[src/rtl/wb_shared_bus.sv]
// rtl/wb_shared_bus.sv - Shared-bus Wishbone interconnect, round-robin arbiter and address decode
module wb_shared_bus #(
    parameter int NUM_MASTERS = 2,
    parameter int NUM_SLAVES  = 4,
    parameter int SEL_HI      = 31,
    parameter int SEL_LO      = 28,
    parameter int TIMEOUT     = 255
) (
    input  logic                      clk,
    input  logic                      rst,
    input  logic [NUM_MASTERS-1:0]    m_cyc_i,
    input  logic [NUM_MASTERS-1:0]    m_stb_i,
    input  logic [NUM_MASTERS-1:0]    m_we_i,
    input  logic [32*NUM_MASTERS-1:0] m_addr_i,
    input  logic [32*NUM_MASTERS-1:0] m_data_i,
    input  logic [4*NUM_MASTERS-1:0]  m_sel_i,
    output logic [32*NUM_MASTERS-1:0] m_data_o,
    output logic [NUM_MASTERS-1:0]    m_ack_o,
    output logic [NUM_MASTERS-1:0]    m_err_o,
    output logic [31:0]               s_addr_o,
    output logic [31:0]               s_data_o,
    output logic [3:0]                s_sel_o,
    output logic                      s_we_o,
    output logic [NUM_SLAVES-1:0]     s_cyc_o,
    output logic [NUM_SLAVES-1:0]     s_stb_o,
    input  logic [32*NUM_SLAVES-1:0]  s_data_i,
    input  logic [NUM_SLAVES-1:0]     s_ack_i,
    input  logic [NUM_SLAVES-1:0]     s_err_i,
    output logic [NUM_MASTERS-1:0]    grant_o,
    output logic                      busy_o
);
    localparam int MW = (NUM_MASTERS > 1) ? $clog2(NUM_MASTERS) : 1;
    localparam int SW = SEL_HI - SEL_LO + 1;

    typedef enum logic {ST_IDLE, ST_OWNED} state_t;

    state_t                 r_state;
    logic [NUM_MASTERS-1:0] r_grant;
    logic                   r_busy;
    logic [MW-1:0]          r_last_grant;
    logic [15:0]            r_stall;

    logic                   w_own_cyc, w_own_stb, w_own_we;
    logic [31:0]            w_own_addr, w_own_data;
    logic [3:0]             w_own_sel;
    logic                   w_owned, w_miss, w_timeout, w_sel_ok;
    logic [SW-1:0]          w_idx;
    logic                   w_hit_ack, w_hit_err;
    logic [31:0]            w_hit_data;
    logic                   w_rsp_ack, w_rsp_err, w_rsp_any;
    logic                   w_found;
    logic [MW-1:0]          w_cand, w_next;
    logic [NUM_MASTERS-1:0] w_next_grant;

    // The grant is one-hot, so OR-ing the masked master fields selects the owner.
    always_comb begin
        w_own_cyc  = 1'b0;
        w_own_stb  = 1'b0;
        w_own_we   = 1'b0;
        w_own_addr = '0;
        w_own_data = '0;
        w_own_sel  = '0;
        for (int k = 0; k < NUM_MASTERS; k++) begin
            if (r_grant[k]) begin
                w_own_cyc  = w_own_cyc | m_cyc_i[k];
                w_own_stb  = w_own_stb | m_stb_i[k];
                w_own_we   = w_own_we  | m_we_i[k];
                w_own_addr = w_own_addr | m_addr_i[32*k +: 32];
                w_own_data = w_own_data | m_data_i[32*k +: 32];
                w_own_sel  = w_own_sel  | m_sel_i[4*k +: 4];
            end
        end
    end

    assign w_owned   = (r_state == ST_OWNED) && !rst;
    assign w_idx     = w_own_addr[SEL_HI:SEL_LO];
    assign w_miss    = 32'(w_idx) >= NUM_SLAVES;
    assign w_timeout = w_own_stb && (r_stall == 16'(TIMEOUT));
    assign w_sel_ok  = w_owned && !w_miss;

    always_comb begin
        w_hit_ack  = 1'b0;
        w_hit_err  = 1'b0;
        w_hit_data = '0;
        s_cyc_o    = '0;
        s_stb_o    = '0;
        for (int j = 0; j < NUM_SLAVES; j++) begin
            if (w_idx == SW'(j)) begin
                w_hit_ack  = s_ack_i[j];
                w_hit_err  = s_err_i[j];
                w_hit_data = s_data_i[32*j +: 32];
                s_cyc_o[j] = w_sel_ok && w_own_cyc;
                s_stb_o[j] = w_sel_ok && w_own_stb && !w_timeout;
            end
        end
    end

    assign w_rsp_ack = w_owned && w_own_stb && w_hit_ack;
    assign w_rsp_err = w_owned && w_own_stb && (w_hit_err || w_miss || w_timeout);
    assign w_rsp_any = w_hit_ack || w_hit_err || w_miss || w_timeout;

    always_comb begin
        m_ack_o  = '0;
        m_err_o  = '0;
        m_data_o = '0;
        for (int k = 0; k < NUM_MASTERS; k++) begin
            m_ack_o[k] = r_grant[k] && w_rsp_ack;
            m_err_o[k] = r_grant[k] && w_rsp_err;
            m_data_o[32*k +: 32] = (r_grant[k] && w_owned && w_own_stb) ? w_hit_data : 32'h0;
        end
    end

    assign s_addr_o = w_owned ? w_own_addr : 32'h0;
    assign s_data_o = w_owned ? w_own_data : 32'h0;
    assign s_sel_o  = w_owned ? w_own_sel  : 4'h0;
    assign s_we_o   = w_owned && w_own_we;

    // Round-robin scan starting just after the previous winner.
    always_comb begin
        w_found      = 1'b0;
        w_next       = r_last_grant;
        w_cand       = r_last_grant;
        w_next_grant = '0;
        for (int i = 0; i < NUM_MASTERS; i++) begin
            w_cand = (w_cand == MW'(NUM_MASTERS - 1)) ? '0 : w_cand + 1'b1;
            if (!w_found && m_cyc_i[w_cand]) begin
                w_found = 1'b1;
                w_next  = w_cand;
            end
        end
        for (int k = 0; k < NUM_MASTERS; k++) begin
            w_next_grant[k] = (w_next == MW'(k));
        end
    end

    always_ff @(posedge clk) begin
        if (rst) begin
            r_state      <= ST_IDLE;
            r_grant      <= '0;
            r_busy       <= 1'b0;
            r_stall      <= '0;
            r_last_grant <= MW'(NUM_MASTERS - 1);
        end else begin
            case (r_state)
                ST_IDLE: begin
                    r_stall <= '0;
                    if (w_found) begin
                        r_state      <= ST_OWNED;
                        r_grant      <= w_next_grant;
                        r_busy       <= 1'b1;
                        r_last_grant <= w_next;
                    end
                end
                ST_OWNED: begin
                    if (!w_own_cyc) begin
                        r_state <= ST_IDLE;
                        r_grant <= '0;
                        r_busy  <= 1'b0;
                        r_stall <= '0;
                    end else if (!w_own_stb || w_rsp_any) begin
                        r_stall <= '0;
                    end else begin
                        r_stall <= r_stall + 16'd1;
                    end
                end
                default: r_state <= ST_IDLE;
            endcase
        end
    end

    assign grant_o = r_grant;
    assign busy_o  = r_busy;
endmodule

[config.mk]
export PLATFORM = sky130hd
export DESIGN_NAME = wb_shared_bus
export DESIGN_NICKNAME = d
export VERILOG_FILES = /design/src/rtl/wb_shared_bus.sv
export SDC_FILE = /design/constraint.sdc
export NUM_CORES = 1
export LEC_CHECK = 0
export BUFFER_PORTS_ARGS = -buffer_cell sky130_fd_sc_hd__buf_2
export CORE_AREA = 2 2 167 169
export CTS_CLUSTER_DIAMETER = 100
export DETAILED_ROUTE_END_ITERATION = 6
export DIE_AREA = 0 0 169 171
export SYNTH_ARGS = -nofsm -noshare
export SYNTH_HDL_FRONTEND = slang
export SYNTH_SLANG_ARGS = --single-unit
export TNS_END_PERCENT = 20
[constraint.sdc]
create_clock -name clk -period 4.9 [get_ports clk]
set_clock_uncertainty 0.2 [all_clocks]
set_input_delay 0.49 -clock clk [delete_from_list [all_inputs] [get_ports clk]]
set_output_delay 0.49 -clock clk [all_outputs]
set_load 0.02 [all_outputs]
=== Word-level counts from Yosys, hierarchy flattened ===
Index checks and enable logic that the tools add are counted.

* Register bits: 21
* Bits of input ports: 280
* Output and inout port bits: 148

* Add/subtract/negate cells: 3
* Order comparisons: 3
* Eq/ne operators: 6
* Muxes and demuxes: 59
* Bitwise operators: 8
* Reduce and logical (&&, ||, !) cells: 33

{| class="wikitable"
|+ Operators with widths
! operator !! count
|-
| $mux W32 || 12
|-
| $or A32 B32 Y32 || 2
|-
| $mux W1 || 36
|-
| $mux W16 || 2
|-
| $pmux W16 S2 || 1
|-
| $logic_and A1 B1 Y1 || 19
|-
| $add A16 B1 Y16 const B || 1
|-
| $eq A16 B8 Y1 const B || 1
|-
| $mux W4 || 3
|-
| $eq A4 B2 Y1 const B || 2
|-
| $logic_or A1 B1 Y1 || 6
|-
| $logic_not A1 Y1 || 5
|-
| $eq A4 B1 Y1 const B || 1
|-
| $ge A4 B3 Y1 const B || 1
|-
| $logic_not A4 Y1 || 1
|-
| $lt A1 B2 Y1 const B || 2
|-
| $mux W2 || 2
|-
| $ne A2 B2 Y1 const B || 2
|-
| $or A4 B4 Y4 || 1
|-
| $pmux W1 S2 || 2
|-
| $pmux W2 S2 || 1
|-
| $reduce_and A2 Y1 || 2
|-
| $or A1 B1 Y1 || 3
|-
| $add A1 B1 Y1 const B || 2
|-
| $not A1 Y1 || 2
|}

=== Logic depth before layout (Yosys ltp) ===
Gate-level depths: netlist of run 1.

* Depth in word-level cells: 15
* Depth in mapped cells: 7
* Gate-level depth less buffers: 5

=== Worst setup path after synthesis of run 1 ===
Ideal clock, no wire load.

* Path type: flip-flop to output port
* Start: register r_grant[0], in the netlist grant_o[0]
* End: output s_stb_o[3]
* Arrival: 2.115 ns
* Required time: 4.210 ns
* Path slack: 2.095 ns
* Cell stages (with the launch flop): 7
* Buffers on the path: 2
* Path through: dfxtp_1 a22o_1 buf_2 buf_4 nor2b_1 nand2_1 nor3_1

* Word-level cells in the longest chain between the ends: 9
* Elaborated cells on any way between the ends: 15
* Those cells by class: order compare (1); eq/ne (1); mux (5); bitwise (2); reduce/logical (6)

{| class="wikitable"
|+ Ends and longest elaborated chain
! what !! line !! source
|-
| from (decl) || 38 || <nowiki>logic [NUM_MASTERS-1:0] r_grant;</nowiki>
|-
| from (signal assigned) || 149 || <nowiki>r_grant <= w_next_grant;</nowiki>
|-
| $mux W32 || 64 || <nowiki>if (r_grant[k]) begin</nowiki>
|-
| $or A32 B32 Y32 || 68 || <nowiki>w_own_addr = w_own_addr | m_addr_i[32*k +: 32];</nowiki>
|-
| $mux W32 || 64 ||
|-
| $ge A4 B3 Y1 || 77 || <nowiki>assign w_miss = 32'(w_idx) >= NUM_SLAVES;</nowiki>
|-
| $logic_not A1 Y1 || 79 || <nowiki>assign w_sel_ok = w_owned && !w_miss;</nowiki>
|-
| $logic_and A1 B1 Y1 || 79 ||
|-
| $logic_and A1 B1 Y1 (2 in a row) || 93 || <nowiki>s_stb_o[j] = w_sel_ok && w_own_stb && !w_timeout;</nowiki>
|-
| $mux W1 * || 88 || <nowiki>if (w_idx == SW'(j)) begin</nowiki>
|-
| to (decl) || 25 || <nowiki>output logic [NUM_SLAVES-1:0] s_stb_o,</nowiki>
|}

Every way passes the cells marked *; elsewhere a longest branch is shown, timed or not.

=== Worst setup path in the final report of run 1 ===
* Start: register r_grant[0], in the netlist grant_o[0]
* End: output m_data_o[24]

* Word-level cells in the longest chain between the ends: 9
* Elaborated cells on any way between the ends: 17
* Those cells by class: eq/ne (3); mux (9); bitwise (2); reduce/logical (3)

{| class="wikitable"
|+ Ends and longest elaborated chain
! what !! line !! source
|-
| $mux W32 || 64 ||
|-
| $or A32 B32 Y32 || 68 ||
|-
| $mux W32 || 64 ||
|-
| $logic_not A4 Y1 || 88 ||
|-
| $mux W32 (4 in a row) || 88 ||
|-
| $mux W32 * || 109 || <nowiki>m_data_o[32*k +: 32] = (r_grant[k] && w_owned && w_own_stb) ? w_hit_data : 32'h0;</nowiki>
|-
| to (decl) || 17 || <nowiki>output logic [32*NUM_MASTERS-1:0] m_data_o,</nowiki>
|}

Marked as above.

==> summary.md, run 1 <==
| Metric | Value |
|---|---|
| Clk sinks | `21` |
| Post-synthesis sequential area ratio | `0.130` |
| # rows | `61` |
| Largest net degree at the start of global routing | `73` |
| Initial DRC Count | `approximately 230` |
| CP Capture Point | `m_data_o[24]` |
| Final WL | `21500 um` |
| Switching power | `0.296 mW` |
| Period minus WS final | `between 3 and 4 ns` |
| Critical R2R Launch | `grant_o[0]` |
| RSZ-0062 raised after global routing | `false` |
| Outcome | `complete, no violations` |
| Area post-placement | `5690 um^2` |
| Total negative slack | `0 ns` |
| Max Cap Viol | `0` |
| Synthesized area per cell | `between 7 and 8 um^2` |
| Core Region | `~27000 um^2` |
| Crit-path max FO | `28` |
| Share of the synthesized area in the top cell type | `0.237` |
| PostCTS Resize Cnt | `0` |
| Final Setup Violations | `0` |
| Post-CTS Hold Fix Bufs | `0` |
| Worst EP arrival | `between 2 and 3 ns` |
| Placed cells | `around 1200` |
| Synth Net Count | `733` |
| Clk pwr share | `0.224` |
| First-pass GRT wire length | `between 20000 and 30000 um` |
| Gr ovfl total | `0` |
| Tot GR Track Use | `0.132` |
| Slew Viols, Final | `0` |
| DIE WIDTH | `169 um` |
| Top cell type by total area after synthesis | `mux4_2` |
| Yosys warns | `0` |
| Vias in the first global route | `~4600` |
| Setup slack, reg-to-reg | `between 2 and 2.5 ns` |
| GP Congestion | `about 0.89` |
| Clk slew on worst S/H paths | `~0.060 ns` |
| Postcts setup bufs | `0` |
| Number of non-filler instances in the completed layout | `1200` |
| Root Buffer | `clkbuf_16` |
| I/O pins | `between 400 and 500` |
| ANT nets after route | `0` |
| Input/output buffers | `427` |
| Pre-Repair DR Iteration Count | `5` |
| Worst setup EP type | `output pin` |
| Count leader, synth | `nor2_1` |
| Hold Path Class | `in -> reg` |
| P&R area growth vs syn | `79.1%` |
| CP Data Required Time | `4.21 ns` |
| Ys flop type | `dfxtp_1` |
| Power Density | `about 140 nW/um^2` |
| Tcrit/Tclk final | `0.691` |
| Dpl hpwl | `approximately 19000 um` |
| CTS tree | `built` |
| Synth async-reset ratio | `0` |
| Post-route cell area | `~5800 um^2` |
| Share of post-route cells with drive strength above 1 | `0.572` |
| Via/cell ratio | `4.33` |
| Slew @ Worst Pin | `0.953 ns` |
| Max Root-Sink Buffers | `2` |
| Mapped Area | `3230 um^2` |
| Syn Inst Count | `452` |
| Slew headroom | `0.365` |
| Worst Setup Start Kind | `flip-flop` |
| Remaining DRCs | `0` |
| Top post-synthesis cells by area | `mux4_2 (24%), nor2_1 (18%), a22oi_1 (16%)` |
| Cts bufs inserted | `3` |
| Most common library cells after synthesis | `nor2_1 (158), a22oi_1 (70), nand2_1 (44)` |
| Vias | `between 5000 and 6000` |
| Number of synthesized flops with an enable pin | `0` |
| Flop pwr share | `0.232` |
| Avg WL per Cell | `17.9 um` |
| Combinational power share | `0.544` |
| Worst Setup SP | `grant_o[0]` |
| Hold Fails Final Rpt | `0` |
| Die area | `between 20000 and 30000 um^2` |
| Worst VDD drop | `between 0.0001 and 0.00015 V` |
| Unique masters post-synth | `41` |
| Worst-case reg-to-reg path depth | `4` |
| Pleak | `between 2 and 3 nW` |
| Worst skew pair latency | `0.26 ns` |
| Fmax | `about 300 MHz` |
| Nets@finish | `around 1100` |
| Starting Density | `0.118` |
| Flops & latches, synth | `21` |
| H-tree lvl count | `1` |
| Sw Ratio | `0.377` |
| Chip Height | `around 170 um` |
| Critical R2R Capture | `r_stall[11]` |
| Internal Power | `about 0.49 mW` |
| Initial antenna violation count | `4` |
| WS Path Type | `reg -> out` |
worst min-delay path by stage:
stage,start,cells past startpoint,to,slack (ns)
2_1_floorplan,r_stall[0],1,r_stall[0],0.24
3_3_place_gp,busy_o,1,busy_o,0.26
3_5_place_dp,busy_o,1,busy_o,0.26
4_1_cts,rst,2,grant_o[1],0.27
5_1_grt,rst,2,grant_o[1],0.28
6_report,rst,2,grant_o[1],0.26
kinds of logic after synthesis:
logic type / synth area share
AOI/OAI and AO/OA: 0.208
xor gates and xnor gates: 0.0299
adders and majority gates: 0.00388
buffers and inverters: 0.0683
DFF: 0.130
muxes: 0.247
and+or+nand+nor: 0.313
registers in the layout, summed over array words and instances (netlist names):
signal        count
r_stall          16
grant_o           2
busy_o            1
r_last_grant      1
r_state           1
cells in the final DEF (no fill, tap or decap), drive strengths merged, types with 2 or more instances in the layout:
master    n
diode     2
inv       5
o21a      2
nand2b    3
a22o      2
a21oi    10
dfxtp    21
nor2b     3
and4      2
clkbuf    4
mux4     34
xnor2     7
mux2i     2
xor2      4
nand2    44
nor3      4
nand4     4
buf     439
nor4     10
nor2    158
a22oi    70
o21ai     3
nand3     8
final cells by class:
| class | instances | area, um^2 |
|---|---|---|
| Fill cell | 3096 | 21500 |
| Multi-Input combinational cell | 383 | 2590 |
| Timing Repair Buffer | 439 | 2230 |
| Tap cell | 346 | 433 |
| Sequential cell | 21 | 423 |
| Clock buffer | 4 | 78.8 |
| Inverter | 5 | 18.8 |
| Antenna cell | 2 | 5.00 |
per-layer routing:
layer,up-vias,GRT usage,share of wire
li1,2445,-,-
met1,2407,0.164,0.41
met2,312,0.232,0.48
met3,22,0.0289,0.087
met4,4,0.0372,0.024
met5,-,0,0.0013
metrics by stage:
step	power (mW)	setup WS, ns	util	hold WS, ns
floorplan	0.424	2.10	-	0.242
global placement	0.607	1.64	0.208	0.258
detailed placement	0.615	1.62	0.208	0.261
CTS	0.791	1.42	0.211	0.265
global route	0.836	1.26	0.211	0.278
finish	0.784	1.51	0.211	0.264
critical path, stage by stage, from the launching register on:
cell	delay, ns
dfxtp_2	0.44
a22o_2	0.81
buf_4	0.29
mux4_2	0.52
nand2_1	0.11
nor2_1	0.06
buf_2	0.17
power by group through the flow:
stage	sequential, mW	combinational, mW	clock (mW)
after global placement	0.186	0.421	0
after global routing	0.183	0.466	0.187
final	0.182	0.427	0.176
after floorplan	0.185	0.239	0
after detailed placement	0.186	0.429	0
after CTS	0.182	0.431	0.179
No activity file was read; power rests on OpenSTA's default activity.
==> run 2: changes to the inputs <==
- CORE_AREA: 2 2 167 169 -> 2 2 165 167
- DIE_AREA: 0 0 169 171 -> 0 0 167 169
- clock period: 4.9 -> 3.15 ns (I/O delays scaled with it)
==> summary.md, run 2 (synthesis results as in run 1) <==
| Metric | Value |
|---|---|
| Switching power | `0.459 mW` |
| Placed cells | `between 1000 and 1500` |
| Post-CTS Hold Fix Bufs | `0` |
| Dpl hpwl | `18500 um` |
| Root Buffer | `clkbuf_16` |
| Worst EP arrival | `~2.3 ns` |
| Input/output buffers | `427` |
| Gr ovfl total | `0` |
| Clk pwr share | `0.217` |
| Final Setup Violations | `0` |
| Worst Setup Start Kind | `flip-flop` |
| PostCTS Resize Cnt | `0` |
| Combinational power share | `0.552` |
| Power Density | `211 nW/um^2` |
| Crit-path max FO | `29` |
| GR Util met1 | `0.166` |
| Final WL | `roughly 21000 um` |
| Number of non-filler instances in the completed layout | `1196` |
| Slew @ Worst Pin | `about 0.77 ns` |
| Fmax | `approximately 360 MHz` |
| Avg WL per Cell | `17.7 um` |
| Largest net degree at the start of global routing | `between 70 and 80` |
| Remaining DRCs | `0` |
| Pleak | `2.92 nW` |
| Tcrit/Tclk final | `0.888` |
| Sw Ratio | `0.376` |
| Met2 Use GR | `0.252` |
| GR met3 Demand/Resource | `0.0288` |
| Internal Power | `approximately 0.76 mW` |
| Postcts setup bufs | `0` |
| Core Region | `26500 um^2` |
| Pre-Repair DR Iteration Count | `6` |
| Share of post-route cells with drive strength above 1 | `0.570` |
| Starting Density | `0.122` |
| Cts bufs inserted | `3` |
| Max FFs per register | `16` |
| Top reg by flops | `r_stall` |
| Vias in the first global route | `about 4800` |
| Most frequent cells in the layout | `buf_2 (427), nor2_1 (158), a22oi_1 (70), nand2_1 (44), mux4_2 (34)` |
| Area post-placement | `between 5000 and 6000 um^2` |
| Most common cell after layout, fill and taps aside | `buf_2` |
| Worst skew pair latency | `0.25 ns` |
| ANT nets after route | `0` |
| I/O pins | `~430` |
| Max Root-Sink Buffers | `2` |
| Initial antenna violation count | `6` |
| CP Data Required Time | `approximately 2.6 ns` |
| Period minus WS final | `2.80 ns` |
| Post-route cell area | `5780 um^2` |
| Max Cap Viol | `0` |
| Clk sinks | `21` |
| Flop pwr share | `0.231` |
| Hold path cells | `2` |
| Hold Fails Final Rpt | `0` |
| GP Congestion | `0.816` |
| Slew Viols, Final | `0` |
| RSZ-0062 raised after global routing | `false` |
| Die area | `28200 um^2` |
| DIE WIDTH | `approximately 170 um` |
| Via/cell ratio | `4.29` |
| Hold Path Class | `in -> reg` |
| Total negative slack | `0 ns` |
| Tot GR Track Use | `0.136` |
| Worst VDD drop | `between 0.0002 and 0.00025 V` |
| Busiest grt layer | `met2` |
| Chip Height | `approximately 170 um` |
| Nets@finish | `between 1000 and 1500` |
| Worst setup EP type | `output pin` |
| CTS tree | `built` |
| First-pass GRT wire length | `between 20000 and 30000 um` |
| Outcome | `complete, no violations` |
| WS Path Type | `reg -> out` |
| Vias | `just over 5000` |
| Slew headroom | `0.490` |
| Worst-case reg-to-reg path depth | `5` |
| P&R area growth vs syn | `79.1%` |
| Clk slew on worst S/H paths | `0.05 ns` |
| H-tree lvl count | `1` |
| Initial DRC Count | `230` |
| # rows | `60` |
==> run 2: cell count changes in the layout (fill, tap and decap cells not counted) <==
| cell | change |
|---|---|
| and2_1 | +1 |
| and2_2 | -1 |
| buf_12 | +1 |
| buf_4 | -2 |
| diode_2 | +2 |
==> run 2: area by class of cell <==
type | count | area [um^2]
fillers | 3000 | 20700
multi-input cells | 383 | 2590
repair buffers | 438 | 2230
well taps | 341 | 427
flip-flops and latches | 21 | 423
clock buffers | 4 | 78.8
inverters | 5 | 18.8
diodes | 4 | 10.0
==> run 2: worst max-delay path: stages (launching register included) <==
cell	delay, ns
dfxtp_2	0.42
a22o_2	0.39
buf_4	0.43
mux4_2	0.38
nand2_1	0.17
nor2_1	0.06
buf_2	0.17
==> run 2: power groups by stage <==
stage / Combinational (mW) / Clock (mW) / Sequential (mW)
6_report: 0.674 / 0.264 / 0.282
5_1_grt: 0.734 / 0.279 / 0.283
4_1_cts: 0.679 / 0.269 / 0.282
3_5_place_dp: 0.677 / 0 / 0.288
3_3_place_gp: 0.669 / 0 / 0.287
2_1_floorplan: 0.372 / 0 / 0.287
==> run 2: final timing paths <==
path	to	start	slack [ns]
max	m_data_o[5]	grant_o[1]	0.35
min	grant_o[1]	rst	0.09
max reg2reg	r_stall[15]	grant_o[1]	0.66
min reg2reg	r_stall[0]	r_stall[0]	0.27
==> run 2: metrics by stage <==
step	hold WS [ns]	total power, mW	worst slack [ns]	utilization
3_5_place_dp	0.269	0.965	0.522	0.215
4_1_cts	0.0831	1.23	0.252	0.218
3_3_place_gp	0.261	0.956	0.543	0.215
2_1_floorplan	0.187	0.659	0.520	-
5_1_grt	0.0925	1.30	0.164	0.218
6_report	0.0914	1.22	0.352	0.218
==> run 2: per-layer routing <==
metal / routed length [um] / vias to the layer above / share of wire
met2: 10600 / 315 / 0.50
met1: 8480 / 2356 / 0.40
li1: - / 2444 / -
met4: 199 / 4 / 0.0094
met3: 1810 / 16 / 0.085
met5: 24 / - / 0.0011
